**src/rtl/pkt_field_reader.sv**
```systemverilog
// Header-field fetcher: reads a 1..MAX_BYTES field at any byte offset through the
// mem width adapter using aligned word/half/byte loads, assembling it big-endian.
module pkt_field_reader #(
    parameter int                 MAX_BYTES    = 8,
    parameter int                 READ_LATENCY = 1,
    parameter int                 ADDR_W       = 32,
    parameter int                 DATA_W       = 32,
    parameter logic [ADDR_W-1:0]  BASE_ADDR    = '0
) (
    input  logic                   clk,
    input  logic                   rst,
    input  logic                   start_i,
    input  logic [ADDR_W-1:0]      offset_i,
    input  logic [3:0]             len_i,
    output logic                   busy_o,
    output logic                   done_o,
    output logic                   err_o,
    output logic [8*MAX_BYTES-1:0] field_o,
    output logic                   mem_ce_o,
    output logic                   mem_we_o,
    output logic [ADDR_W-1:0]      mem_addr_o,
    output logic [3:0]             mem_width_o,
    output logic [DATA_W-1:0]      mem_data_o,
    input  logic [DATA_W-1:0]      mem_data_i
);

    localparam int FW = 8 * MAX_BYTES;
    localparam int CW = (READ_LATENCY > 1) ? $clog2(READ_LATENCY) : 1;
    localparam logic [CW-1:0] LAST_WAIT = CW'(READ_LATENCY - 1);

    typedef enum logic [1:0] {S_IDLE, S_ISSUE, S_WAIT, S_DONE} state_t;

    state_t            state;
    logic [3:0]        rem;
    logic [FW-1:0]     acc;
    logic [CW-1:0]     wait_cnt;

    logic [ADDR_W-1:0] start_addr;
    logic [ADDR_W-1:0] next_addr;
    logic [3:0]        next_rem;
    logic [FW-1:0]     acc_merged;
    logic              bad_len;

    // Largest naturally aligned load that fits in the remaining bytes; never crosses a word.
    function automatic logic [3:0] sel_width(input logic [ADDR_W-1:0] a, input logic [3:0] r);
        if (a[1:0] == 2'b00 && r >= 4'd4)
            return 4'd4;
        else if (a[0] == 1'b0 && r >= 4'd2)
            return 4'd2;
        else
            return 4'd1;
    endfunction

    function automatic logic [FW-1:0] merge(input logic [FW-1:0] a, input logic [3:0] w,
                                            input logic [DATA_W-1:0] d);
        case (w)
            4'd4:    return (a << 32) | FW'(d[31:0]);
            4'd2:    return (a << 16) | FW'(d[15:0]);
            default: return (a << 8)  | FW'(d[7:0]);
        endcase
    endfunction

    assign start_addr = BASE_ADDR + offset_i;
    assign next_addr  = mem_addr_o + ADDR_W'(mem_width_o);
    assign next_rem   = rem - mem_width_o;
    assign acc_merged = merge(acc, mem_width_o, mem_data_i);
    assign bad_len    = (len_i == 4'd0) || (32'(len_i) > MAX_BYTES);

    // Load-only initiator: the write side of the adapter is tied off.
    assign mem_we_o   = 1'b0;
    assign mem_data_o = '0;

    // NOTE: every register here uses <= so all state updates see pre-edge values;
    // blocking assignments would make the outcome depend on statement order.
    always_ff @(posedge clk or posedge rst) begin
        if (rst) begin
            state       <= S_IDLE;
            busy_o      <= 1'b0;
            done_o      <= 1'b0;
            err_o       <= 1'b0;
            field_o     <= '0;
            mem_ce_o    <= 1'b0;
            mem_addr_o  <= '0;
            mem_width_o <= 4'd0;
            rem         <= 4'd0;
            acc         <= '0;
            wait_cnt    <= '0;
        end else begin
            case (state)
                S_IDLE: begin
                    if (start_i) begin
                        busy_o <= 1'b1;
                        acc    <= '0;
                        if (bad_len) begin
                            err_o   <= 1'b1;
                            done_o  <= 1'b1;
                            field_o <= '0;
                            state   <= S_DONE;
                        end else begin
                            mem_ce_o    <= 1'b1;
                            mem_addr_o  <= start_addr;
                            mem_width_o <= sel_width(start_addr, len_i);
                            rem         <= len_i;
                            state       <= S_ISSUE;
                        end
                    end
                end
                S_ISSUE: begin
                    wait_cnt <= '0;
                    state    <= S_WAIT;
                end
                S_WAIT: begin
                    if (wait_cnt == LAST_WAIT) begin
                        acc <= acc_merged;
                        if (next_rem == 4'd0) begin
                            mem_ce_o <= 1'b0;
                            done_o   <= 1'b1;
                            field_o  <= acc_merged;
                            state    <= S_DONE;
                        end else begin
                            mem_addr_o  <= next_addr;
                            mem_width_o <= sel_width(next_addr, next_rem);
                            rem         <= next_rem;
                            state       <= S_ISSUE;
                        end
                    end else begin
                        wait_cnt <= wait_cnt + 1'b1;
                    end
                end
                S_DONE: begin
                    done_o <= 1'b0;
                    err_o  <= 1'b0;
                    busy_o <= 1'b0;
                    state  <= S_IDLE;
                end
                default: state <= S_IDLE;
            endcase
        end
    end

endmodule
```
**config.mk**
```make
export PLATFORM = sky130hd
export DESIGN_NAME = pkt_field_reader
export DESIGN_NICKNAME = d
export VERILOG_FILES = /design/src/rtl/pkt_field_reader.sv
export SDC_FILE = /design/constraint.sdc
export NUM_CORES = 1
export LEC_CHECK = 0
export ABC_AREA = 1
export CORE_AREA = 3 3 150 152
export DETAILED_ROUTE_END_ITERATION = 8
export DIE_AREA = 0 0 153 155
export PLACE_DENSITY = 0.86
export REMOVE_ABC_BUFFERS = 1
export SLEW_MARGIN = 40
export SYNTH_ARGS = -nofsm -noshare
export SYNTH_HDL_FRONTEND = slang
export SYNTH_SLANG_ARGS = --single-unit
export TNS_END_PERCENT = 5
```
**constraint.sdc**
```tcl
create_clock -name clk -period 5.65 [get_ports clk]
set_clock_uncertainty 0.2 [all_clocks]
set_input_delay 1.13 -clock clk [delete_from_list [all_inputs] [get_ports clk]]
set_output_delay 1.13 -clock clk [all_outputs]
set_load 0.02 [all_outputs]
```
==> impl_metrics.toml <==
[timing]
relSlewSlack_pct = 43.6
worst_slack_ps = 1890
worstMarginPinSlew_ps = 845
finalSetupViolCount = 0
maxSlewViolCount = 0
rsz0062_at_grt = "false"
min_period_ps = 3760
fin_tns_setup_ps = 0
finalHoldViolations = 0
fmax_ghz = 0.266
fin_crit_sh_pct = 66.5

[clocking]
cts_buffers = 17
cts_hold_buf = 0
cts_sinks = 165
cts_root_buf = "clkbuf_16"
ctsResizeCount = 0
cts_tree = "built"
cts_max_level = 4
cts_setup_buffers = 0
insertion_delay_ps = 440
path_clk_slew_ps = 70
clockBufferDepth = 2

[routing]
dr.first_iter.drc_count = 1078
wl_per_cell_um = 15.5
dr_total_vias = 9826
ant_nets = 0
routed_wl_um = 28100
remaining_drc_errors = 0
vias_per_cell = 5.43
drt-pass1-iter-count = 5

[finish]
layout.cells.most_common = "nand2_1"
ff_latch_area_um2 = 4130
fin_nets = 1603
fillers = 1863
multiInputGateArea_um2 = 4740
drive_gt1_share_pct = 4.50
areaGrowthSynthToFinish_pct = 22.0
layout_common_cells = "nand2_1 (507), clkdlybuf4s50_1 (173), dfrtp_1 (164)"

[synth]
synth_area_leaders = "dfrtp_1 (42%), nand2_1 (19%), nand3_1 (5.7%)"
syn-cell-area_um2 = 9890
synth.avg_cell_area_um2 = 7.05
yosysWarnings = 0
yosys_register_bits = 165
synth-main-ff-cell = "dfrtp_1"
synth_top_cell_area_share_pct = 41.7
ys_async_sr_fraction_pct = 100
synthCells = 1404
synth_edf_count = 0
yosysSeqAreaShare_pct = 41.7
yosys.area.top_type = "dfrtp_1"
yosysUniqueCellTypes = 34

[critical_path]
cp_max_fo = 67
crit_path_start_kind = "flip-flop"
critPathCaptureType = "flip-flop"
worstPathRequired_ps = 5770
critPathArrivalTime_ps = 3880
r2r_setup_slack_ps = 1890
crit_type = "flip-flop to flip-flop"

[power_and_ir_drop]
internal-power_mw = 3.15
power.switching_mw = 3.18
power.leakage_nw = 5.76
p_clk_share_pct = 18.4
ir_drop_mv = 0.275
pwr-share-comb_pct = 52.4
switching_share_pct = 50.3
seq_power_share_pct = 29.2
p_per_area_nw_per_um2 = 525
total_power_mw = 6.34

[placed_design]
place.gp.congestion = 0.964
dp_hpwl_um = 18400
io_buffers = 173
dpl_worst_slack_ps = 1780

[global_route]
grt_pass1_vias = 9419
grt_use_total_pct = 23.3
grt_antenna_before_repair = 1
gr-total-overflow = 0
grt_start_max_net_pins = 107
grt_pass1_wl_um = 45900

[status]
outcome = "finished, final reports clean"

[floorplanning]
ios = 208
initial_utilization_pct = 46.8
die_w_um = 153
die_h_um = 155
placementRows = 53
die_area_um2 = 23700
core_area_um2 = 21200

[hold_path]
min_path_type = "flip-flop to flip-flop"

[flow_run]
max_cap_viol_count = 0
area by class of cell:
| cell class | instances | area share, % |
|---|---|---|
| Multi-Input combinational cell | 1053 | 39.3 |
| Sequential cell | 165 | 34.2 |
| Timing Repair Buffer | 185 | 15.5 |
| Clock buffer | 18 | 3.64 |
| Inverter | 99 | 3.26 |
| Tap cell | 275 | 2.85 |
| Clock inverter | 14 | 1.27 |
| Antenna cell | 1 | 0.0207 |
power groups by stage:
stage               Combinational, mW  Sequential (mW)  Clock [mW]
floorplan                        1.72             2.07           0
global placement                 3.13             1.85           0
detailed placement               3.25             1.85           0
CTS                              3.28             1.84        1.18
global route                     3.64             1.89        1.22
finish                           3.32             1.85        1.17
cell usage after synthesis, types with 2 or more instances:
cell type,number
buf_2,21
nor2_2,4
o21bai_1,4
xor2_1,2
o21ai_0,80
buf_1,10
nand2_1,507
ha_1,9
buf_4,44
inv_2,3
nand2_2,4
dfrtp_1,165
o21ai_1,27
buf_6,19
nand3_1,113
nand4_1,71
a31oi_1,4
nand3b_1,6
clkbuf_1,26
or2_2,3
nor2_4,2
fa_1,2
nor2_1,122
inv_1,95
a21oi_1,52
cells by family after synthesis:
logic type | Yosys count | synth area share (%)
and+or+nand+nor | 837 | 36.0
xor gates and xnor gates | 2 | 0.177
buffers and inverters | 219 | 11.7
DFF | 165 | 41.7
other | 1 | 0.0379
adders and majority gates | 11 | 1.54
AOI/OAI and AO/OA | 169 | 8.77
critical path: stages, from the launching register on:
cell and delay, ps:
dfrtp_1 520, ha_1 310, fa_1 380, xor2_1 380, nand3b_1 200, nand2_2 80
buf_4 570, nand3_4 460, buf_12 320, nand2_1 90, nand2_1 50
metal layers:
metal,routed length [um],track usage (%)
met2,13400,37.6
met1,11900,30.4
met4,1030,12.0
met5,0,0
met3,1750,3.84
worst paths after layout:
kind                           startpoint             end  cells past startpoint
setup reg to reg           mem_width_o[0]     field_o[39]                     10
hold / removal                field_o[12]     field_o[12]                      2
hold reg to reg               field_o[12]     field_o[12]                      2
setup / recovery           mem_width_o[0]     field_o[39]                     10
max in group asynchronous             rst  mem_width_o[2]                      3
min in group asynchronous             rst  mem_addr_o[22]                      2
state kept, by name, indices dropped and copies added, names as in the netlist:
| register | cells |
|---|---|
| acc | 56 |
| busy_o | 1 |
| done_o | 1 |
| err_o | 1 |
| field_o | 64 |
| mem_addr_o | 32 |
| mem_ce_o | 1 |
| mem_width_o | 3 |
| rem | 4 |
| state | 2 |
per-stage QoR:
stage / instances / cell area, um^2 / util (%) / hold slack [ps]
global route: 1810 / 12100 / 57.1 / 298
CTS: 1808 / 12000 / 56.9 / 275
finish: 1810 / 12100 / 57.1 / 271
global placement: 1775 / 11400 / 54.0 / 256
floorplan: 1317 / 9230 / - / 249
detailed placement: 1776 / 11500 / 54.1 / 258
No activity file was read; power rests on OpenSTA's default activity.
